### config.mk
export PLATFORM = sky130hd
export DESIGN_NAME = multdiv_iter
export DESIGN_NICKNAME = d
export VERILOG_FILES = /design/src/rtl/multdiv_iter.sv
export SDC_FILE = /design/constraint.sdc
export NUM_CORES = 1
export LEC_CHECK = 0
export ABC_AREA = 1
export BUFFER_PORTS_ARGS = -buffer_cell sky130_fd_sc_hd__buf_2
export CORE_ASPECT_RATIO = 0.8
export CORE_MARGIN = 3
export CORE_UTILIZATION = 35
export CTS_CLUSTER_DIAMETER = 30
export DETAILED_ROUTE_END_ITERATION = 10
export SLEW_MARGIN = 20
export SYNTH_ARGS = -nofsm -noshare
export SYNTH_HDL_FRONTEND = slang
export SYNTH_SLANG_ARGS = --single-unit
### constraint.sdc
create_clock -name clock -period 10.84 [get_ports clock]
set_input_delay 1.626 -clock clock [delete_from_list [all_inputs] [get_ports clock]]
set_output_delay 1.626 -clock clock [all_outputs]
set_load 0.03 [all_outputs]
### src/rtl/multdiv_iter.sv
// Iterative signed multiplier/divider: shift-add multiply and restoring
// divide on operand magnitudes, one bit per clock, ready/valid handshake.
module multdiv_iter #(
   parameter int unsigned WA = 32,
   parameter int unsigned WB = 16
) (
   input  logic          clock,
   input  logic          ctrl_reset,
   input  logic [WA-1:0] data_operandA,
   input  logic [WB-1:0] data_operandB,
   input  logic          ctrl_MULT,
   input  logic          ctrl_DIV,
   output logic [WA-1:0] data_result,
   output logic [WB-1:0] data_remainder,
   output logic          data_exception,
   output logic          data_inputRDY,
   output logic          data_resultRDY
);

   localparam int unsigned CW = $clog2(WA) + 1;

   typedef enum logic [1:0] {S_IDLE, S_MUL, S_DIV, S_DONE} state_e;

   state_e          state_q, state_d;
   logic [CW-1:0]   cnt_q, cnt_d;
   logic [WA-1:0]   mag_q, mag_d;      // |A| for multiply, |B| for divide
   logic [WA:0]     acc_q, acc_d;      // product high part / partial remainder
   logic [WA-1:0]   low_q, low_d;      // multiplier bits / dividend-quotient
   logic            neg_res_q, neg_res_d;
   logic            neg_rem_q, neg_rem_d;
   logic [WA-1:0]   result_q, result_d;
   logic [WB-1:0]   rem_q, rem_d;
   logic            exc_q, exc_d;
   logic            inrdy_q, inrdy_d;
   logic            resrdy_q, resrdy_d;

   logic [WA-1:0]    abs_a;
   logic [WB-1:0]    abs_b;
   logic [WA:0]      madd;
   logic [WA+WB:0]   mstep;
   logic [WA+WB-1:0] mprod;
   logic [WA+WB-1:0] mfull;
   logic             mul_ovf;
   logic [WB:0]      r_sh;
   logic [WB:0]      trial;
   logic [WB:0]      rnew;
   logic [WA-1:0]    qnext;
   logic [WA-1:0]    quo;
   logic [WB-1:0]    remv;

   // Next-state, datapath step and result formatting
   always_comb begin
      state_d   = state_q;
      cnt_d     = cnt_q;
      mag_d     = mag_q;
      acc_d     = acc_q;
      low_d     = low_q;
      neg_res_d = neg_res_q;
      neg_rem_d = neg_rem_q;
      result_d  = result_q;
      rem_d     = rem_q;
      exc_d     = exc_q;

      abs_a = data_operandA[WA-1] ? -data_operandA : data_operandA;
      abs_b = data_operandB[WB-1] ? -data_operandB : data_operandB;

      // one shift-add multiply step
      madd    = acc_q + (low_q[0] ? {1'b0, mag_q} : '0);
      mstep   = {madd, low_q[WB-1:0]} >> 1;
      mprod   = mstep[WA+WB-1:0];
      mfull   = neg_res_q ? -mprod : mprod;
      mul_ovf = (mfull[WA+WB-1:WA-1] != {(WB+1){mfull[WA-1]}});

      // one restoring divide step
      r_sh  = {acc_q[WB-1:0], low_q[WA-1]};
      trial = r_sh - {1'b0, mag_q[WB-1:0]};
      rnew  = trial[WB] ? r_sh : trial;
      qnext = {low_q[WA-2:0], ~trial[WB]};
      quo   = neg_res_q ? -qnext : qnext;
      remv  = neg_rem_q ? -rnew[WB-1:0] : rnew[WB-1:0];

      case (state_q)
         S_IDLE, S_DONE: begin
            state_d = S_IDLE;
            if (ctrl_MULT) begin
               state_d   = S_MUL;
               cnt_d     = '0;
               mag_d     = abs_a;
               acc_d     = '0;
               low_d     = WA'(abs_b);
               neg_res_d = data_operandA[WA-1] ^ data_operandB[WB-1];
            end else if (ctrl_DIV) begin
               if (data_operandB == '0) begin
                  // divide-by-zero resolves at the accept edge
                  state_d  = S_DONE;
                  result_d = '0;
                  rem_d    = '0;
                  exc_d    = 1'b1;
               end else begin
                  state_d   = S_DIV;
                  cnt_d     = '0;
                  mag_d     = WA'(abs_b);
                  acc_d     = '0;
                  low_d     = abs_a;
                  neg_res_d = data_operandA[WA-1] ^ data_operandB[WB-1];
                  neg_rem_d = data_operandA[WA-1];
               end
            end
         end
         S_MUL: begin
            acc_d          = mstep[WA+WB:WB];
            low_d[WB-1:0]  = mstep[WB-1:0];
            cnt_d          = cnt_q + CW'(1);
            if (cnt_q == CW'(WB-1)) begin
               state_d  = S_DONE;
               result_d = mfull[WA-1:0];
               rem_d    = '0;
               exc_d    = mul_ovf;
            end
         end
         S_DIV: begin
            acc_d = (WA+1)'(rnew);
            low_d = qnext;
            cnt_d = cnt_q + CW'(1);
            if (cnt_q == CW'(WA-1)) begin
               state_d  = S_DONE;
               result_d = quo;
               rem_d    = remv;
               // positive quotient magnitude with top bit set cannot be represented
               exc_d    = ~neg_res_q & qnext[WA-1];
            end
         end
         default: state_d = S_IDLE;
      endcase

      inrdy_d  = (state_d == S_IDLE) || (state_d == S_DONE);
      resrdy_d = (state_d == S_DONE);
   end

   // State, datapath and registered outputs
   always_ff @(posedge clock or negedge ctrl_reset) begin
      if (!ctrl_reset) begin
         state_q   <= S_IDLE;
         cnt_q     <= '0;
         mag_q     <= '0;
         acc_q     <= '0;
         low_q     <= '0;
         neg_res_q <= 1'b0;
         neg_rem_q <= 1'b0;
         result_q  <= '0;
         rem_q     <= '0;
         exc_q     <= 1'b0;
         inrdy_q   <= 1'b1;
         resrdy_q  <= 1'b0;
      end else begin
         state_q   <= state_d;
         cnt_q     <= cnt_d;
         mag_q     <= mag_d;
         acc_q     <= acc_d;
         low_q     <= low_d;
         neg_res_q <= neg_res_d;
         neg_rem_q <= neg_rem_d;
         result_q  <= result_d;
         rem_q     <= rem_d;
         exc_q     <= exc_d;
         inrdy_q   <= inrdy_d;
         resrdy_q  <= resrdy_d;
      end
   end

   assign data_result    = result_q;
   assign data_remainder = rem_q;
   assign data_exception = exc_q;
   assign data_inputRDY  = inrdy_q;
   assign data_resultRDY = resrdy_q;

endmodule

==> results of run 1 <==
==> stage by stage <==
| step | total power, W | instance area [µm²] |
|---|---|---|
| 6_report | 0.00502 | 16200 |
| 4_1_cts | 0.00493 | 16200 |
| 2_1_floorplan | 0.00331 | 14600 |
| 3_3_place_gp | 0.00429 | 15600 |
| 3_5_place_dp | 0.00431 | 15600 |
| 5_1_grt | 0.00542 | 16200 |
==> worst max-delay path: cells and delay by family (launching register included) <==
| kind | cells | cell delay, ps |
|---|---|---|
| AOI/OAI and AO/OA | 7 | 1130 |
| and+or+nand+nor | 17 | 2260 |
| buffers and inverters | 3 | 650 |
| DFF | 1 | 400 |
| adders and majority gates | 3 | 1260 |
==> power breakdown <==
part,total (W),switching (W),internal (W)
logic,0.00341,0.00241,0.000997
clock network,0.000596,0.000293,0.000303
registers,0.00101,0.000212,0.000800
==> flip-flops by register name, summed over array words and instances (netlist names) <==
name / cells
state_q: 2
neg_rem_q: 1
data_exception: 1
low_q: 32
data_remainder: 16
data_resultRDY: 1
data_result: 32
data_inputRDY: 1
cnt_q: 6
neg_res_q: 1
acc_q: 32
mag_q: 32
==> kinds of logic after synthesis <==
family,count (synthesis),synth area share [%]
buffers and inverters,425,10.9
AOI/OAI and AO/OA,443,18.0
xor gates and xnor gates,67,4.01
DFF,157,26.9
and+or+nand+nor,1215,35.0
adders and majority gates,60,5.23
==> placed cells by master (no fill, tap or decap), drive strengths merged, types with 3 or more instances in the layout <==
cell	synthesis	layout
nand2	748	748
inv	350	354
nor2	238	238
o21ai	191	191
dfrtp	156	156
nand3	156	156
a21oi	115	115
buf	9	114
ha	58	58
xor2	48	48
nor3	32	32
a22o	25	25
o22ai	24	24
nand4	20	20
xnor2	19	19
clkbuf	64	18
o221ai	17	17
a22oi	14	14
o211ai	13	13
o31ai	8	8
or2	7	7
nor4	7	7
a31oi	6	6
clkinvlp	0	6
o21bai	5	5
a21o	5	5
a221oi	5	5
clkinv	2	5
a2bb2oi	4	4
o21a	4	4
nand3b	4	4
a32oi	3	3
==> layer usage <==
layer | part of all wire (%) | routed length, µm | up-vias | track usage, %
met4 | 2.3 | 1290 | 0 | 6.59
met2 | 40 | 22200 | 698 | 34.9
met1 | 48 | 26800 | 7523 | 39.2
met5 | 0 | 0 | - | 0
li1 | - | - | 7778 | -
met3 | 9.3 | 5170 | 73 | 5.16
==> cell type report <==
cell class	count	area, µm²	share of cell area (%)
Clock buffer	18	439	2.71
Clock inverter	13	111	0.687
Inverter	352	1320	8.15
Multi-Input combinational cell	1785	9120	56.3
Sequential cell	157	3930	24.3
Tap cell	544	681	4.20
Timing Repair Buffer	114	607	3.74
==> worst max path at each step <==
stage / from / to / slack, ps / cells past startpoint
4_1_cts: low_q[31]$_DFFE_PN0P_ / data_remainder[15]$_DFFE_PN0P_ / 5220 / 30
3_3_place_gp: ctrl_MULT / data_exception$_DFFE_PN0P_ / 5200 / 10
3_5_place_dp: ctrl_MULT / data_exception$_DFFE_PN0P_ / 5090 / 10
2_1_floorplan: low_q[31]$_DFFE_PN0P_ / data_result[28]$_DFFE_PN0P_ / 6430 / 32
6_report: low_q[31]$_DFFE_PN0P_ / data_remainder[15]$_DFFE_PN0P_ / 5000 / 30
5_1_grt: low_q[31]$_DFFE_PN0P_ / data_remainder[15]$_DFFE_PN0P_ / 4430 / 30
==> flow_summary.toml, run 1 <==
[clock_network]
hold_buffers = 0
cts_buffer_depth = 2
worstSkewPairLatency_ps = 470
cts-root-buf = "clkbuf_16"
cts_tree = "built"
postCtsSetupBuffers = 0
post_cts_resized = 0
clk_pin_slew_ps = 70
numClockSinks = 157
cts.htree.levels = 4
cts_buffers = 17

[setup_path]
critPathRequiredTime_ps = 11200
cp-start-kind = "flop"
r2r-end = "data_remainder[15]$_DFFE_PN0P_"
cp.arrival_ps = 6190
slowest_stage = "ha_1"
worstPathMaxFanout = 22
r2r_cells = 30
cp-end-kind = "flop"
cpPeakStageDelay_ps = 720
rr_startpoint = "low_q[31]$_DFFE_PN0P_"
path_common_cell = "nand2_1"
critPathKind = "flop to flop"
r2r_slack_ps = 5000

[sta]
fin_crit_sh_pct = 53.9
rsz0062_at_grt = "no"
setup_viol = 0
worst_hold_slack_ps = 483
final-max-slew-violation-count = 0
fin_ws_ps = 5000
skew_ps = 14.9
worstMarginPinSlew_ps = 1080
fmax_mhz = 171
final.setup.tns_ps = 0
hold_viol_final = 0
slew_headroom_pct = 28.0
fin_crit_ps = 5840

[die]
die_w_um = 235
core-area_um2 = 41000
rows = 66
die_h_um = 189
initial_core_util_pct = 35.7
dieArea_um2 = 44300
pin_count = 103

[synthesis]
synth_seq_cells = 157
synthArstFlopShare_pct = 100
netlist_top_cells_area = "dfrtp_1 (27%), nand2_1 (18%), inv_1 (8.6%), o21ai_0 (6.3%), nor2_1 (5.6%)"
syn_area_um2 = 14600
yosysMostFrequentCell = "nand2_1"
synth.top_cell.area_share_pct = 26.7
yosysUniqueCellTypes = 50
synth-edff-count = 0
yosys-top-cells-count = "nand2_1 (721), inv_1 (336), nor2_1 (218), o21ai_0 (184), dfrtp_1 (156)"
synth_largest_area_cell = "dfrtp_1"
synthCells = 2367
postSynthAreaPerCell_um2 = 6.18
yosys_warnings = 0
ys.flop_type = "dfrtp_1"
synth_fp_nets = 2479
ys_seq_area_share_pct = 26.9

[worst_hold_path]
hold_path.startpoint = "data_remainder[6]$_DFFE_PN0P_"
min_path_type = "flop to flop"
hold_end = "data_remainder[6]$_DFFE_PN0P_"
holdPathStages = 2

[finish]
nFillCells = 4470
nets = 2539
final_util_pct = 39.6
syn_to_final_growth_pct = 10.8
antennaDiodeCount = 0
drive_gt1_share_pct = 9.80
instances_no_fill = 2983

[placement]
dp_slack_ps = 5090
dp_cells = 2952
port_buffers = 102
gp_congestion = 0.983
dp_hpwl_mm = 43.4

[route]
drtIter0Drc = 1793
drc_errors = 0
wl_per_cell_um = 18.6
totalWireLength_mm = 55.5
ant_nets = 0
viasPerCell = 5.39
vias = 16100
dr.pass1.iters = 6

[power_and_ir_drop]
p_leak_nw = 8.62
ir_worst_vdd_mv = 0.150
power.density_nw_per_um2 = 309

[grt]
antenna_found_initial = 0
grt_max_degree = 83
gr-usage-all-layers_pct = 25.2
grt_pass1_vias = 14700
grt_overflow_total = 0
grt_first_pass_wirelength_mm = 86.1

[outcome]
outcome = "completed"

[run]
maxCapViolations = 0
(Power assumes the default switching activity.)
==> run 2: changes to the inputs <==
==> constraint.sdc (replaced) <==
create_clock -name clock -period 5.95 [get_ports clock]
set_input_delay 0.8925 -clock clock [delete_from_list [all_inputs] [get_ports clock]]
set_output_delay 0.8925 -clock clock [all_outputs]
set_load 0.03 [all_outputs]
==> flow_summary.toml, run 2 (synthesized netlist as in run 1, its figures left out) <==
[outcome]
outcome = "completed"

[setup_path]
r2r_slack_ps = 690
r2r_cells = 30
critPathKind = "flop to flop"
cpPeakStageDelay_ps = 400
rr_startpoint = "low_q[31]$_DFFE_PN0P_"
cp-end-kind = "flop"
cp.arrival_ps = 5610
slowest_stage = "dfrtp_1"
critPathRequiredTime_ps = 6300
path_common_cell = "nand2_1"
cp-start-kind = "flop"
worstPathMaxFanout = 13
r2r-end = "data_remainder[15]$_DFFE_PN0P_"

[clock_network]
post_cts_resized = 0
cts.htree.levels = 4
numClockSinks = 157
clk_pin_slew_ps = 70
cts_buffer_depth = 2
hold_buffers = 0
cts_buffers = 17
cts-root-buf = "clkbuf_16"
cts_tree = "built"
worstSkewPairLatency_ps = 470
postCtsSetupBuffers = 0

[sta]
setup_viol = 0
fmax_mhz = 190
hold_viol_final = 0
final-max-slew-violation-count = 0
skew_ps = 19.8
rsz0062_at_grt = "no"
worstMarginPinSlew_ps = 1030
final.setup.tns_ps = 0
worst_hold_slack_ps = 381
fin_crit_ps = 5260
slew_headroom_pct = 31.1
fin_crit_sh_pct = 88.4

[run]
maxCapViolations = 0

[power_and_ir_drop]
p_leak_nw = 8.69
clkPwrFrac_pct = 12.5
power.density_nw_per_um2 = 565
ir_worst_vdd_mv = 0.328
p_switching_w = 0.00530
pwr-share-seq_pct = 20.0
power_report.internal_total_w = 0.00391
combPwrFrac_pct = 67.5
switching_share_pct = 57.6

[die]
pin_count = 103
rows = 66
die_w_um = 235
die_h_um = 189
core-area_um2 = 41000
initial_core_util_pct = 35.7
dieArea_um2 = 44300

[finish]
nFillCells = 4495
antennaDiodeCount = 0
drive_gt1_share_pct = 10.1
layout_common_cells = "nand2_1 (720), inv_1 (336), nor2_1 (216)"
nets = 2546
syn_to_final_growth_pct = 11.4
final_common_cell = "nand2_1"

[grt]
gr-usage-all-layers_pct = 25.3
grt_max_degree = 104
antenna_found_initial = 0
grt_overflow_total = 0
grt_first_pass_wirelength_mm = 86.6
grt_pass1_vias = 15000

[placement]
dp_hpwl_mm = 44.1
gp_congestion = 0.962
port_buffers = 102

[route]
viasPerCell = 5.36
totalWireLength_mm = 56.2
drc_errors = 0
ant_nets = 0
dr.pass1.iters = 5
drtIter0Drc = 1811
vias = 16000
wl_per_cell_um = 18.8

[worst_hold_path]
min_path_type = "primary input to asynchronous set/reset pin"
## run 2: critical path: cells and delay by family (launching register included)
kind | cells | cell delay [ps]
and+or+nand+nor | 15 | 1840
AOI/OAI and AO/OA | 8 | 1470
adders and majority gates | 3 | 930
buffers and inverters | 4 | 470
DFF | 1 | 400
## run 2: per-stage QoR
step           cell area (µm²)  util [%]  cells  worst slack [ps]  total power, W
4_1_cts                  16300      39.8   2991               783         0.00910
6_report                 16300      39.8   2991               689         0.00922
2_1_floorplan            14600         -   2367              1540         0.00603
3_3_place_gp             15700      38.4   2959               874         0.00787
3_5_place_dp             15700      38.4   2959               815         0.00790
5_1_grt                  16300      39.8   2991               247          0.0100
## run 2: area by class of cell
| cell class | instances | area, µm² | share of cell area [%] |
|---|---|---|---|
| Multi-Input combinational cell | 1785 | 9110 | 55.9 |
| Timing Repair Buffer | 121 | 672 | 4.12 |
| Clock inverter | 14 | 146 | 0.898 |
| Inverter | 352 | 1320 | 8.11 |
| Clock buffer | 18 | 439 | 2.69 |
| Sequential cell | 157 | 3930 | 24.1 |
| Tap cell | 544 | 681 | 4.18 |
## run 2: worst max path at each step
stage | cells after the start | to | slack [ps] | start
finish | 30 | data_remainder[15]$_DFFE_PN0P_ | 690 | low_q[31]$_DFFE_PN0P_
global route | 30 | data_remainder[15]$_DFFE_PN0P_ | 250 | low_q[31]$_DFFE_PN0P_
CTS | 30 | data_remainder[15]$_DFFE_PN0P_ | 780 | low_q[31]$_DFFE_PN0P_
detailed placement | 30 | data_remainder[15]$_DFFE_PN0P_ | 820 | low_q[31]$_DFFE_PN0P_
global placement | 30 | data_remainder[15]$_DFFE_PN0P_ | 870 | low_q[31]$_DFFE_PN0P_
floorplan | 32 | data_result[28]$_DFFE_PN0P_ | 1540 | low_q[31]$_DFFE_PN0P_
## run 2: routing by layer
layer  global-route usage (%)  up-vias  share of wire (%)  wire [µm]
met5                        0        -                  0          0
met4                     6.31        0                2.2       1240
met3                     5.43       80                9.0       5040
met2                     36.6      666                 41      22800
met1                     38.2     7482                 48      27100
li1                         -     7793                  -          -
## run 2: power by group through the flow
stage	logic, W	registers, W	clock network [W]
global placement	0.00603	0.00185	0
finish	0.00622	0.00185	0.00115
floorplan	0.00413	0.00190	0
CTS	0.00609	0.00183	0.00117
global route	0.00691	0.00189	0.00121
detailed placement	0.00606	0.00185	0
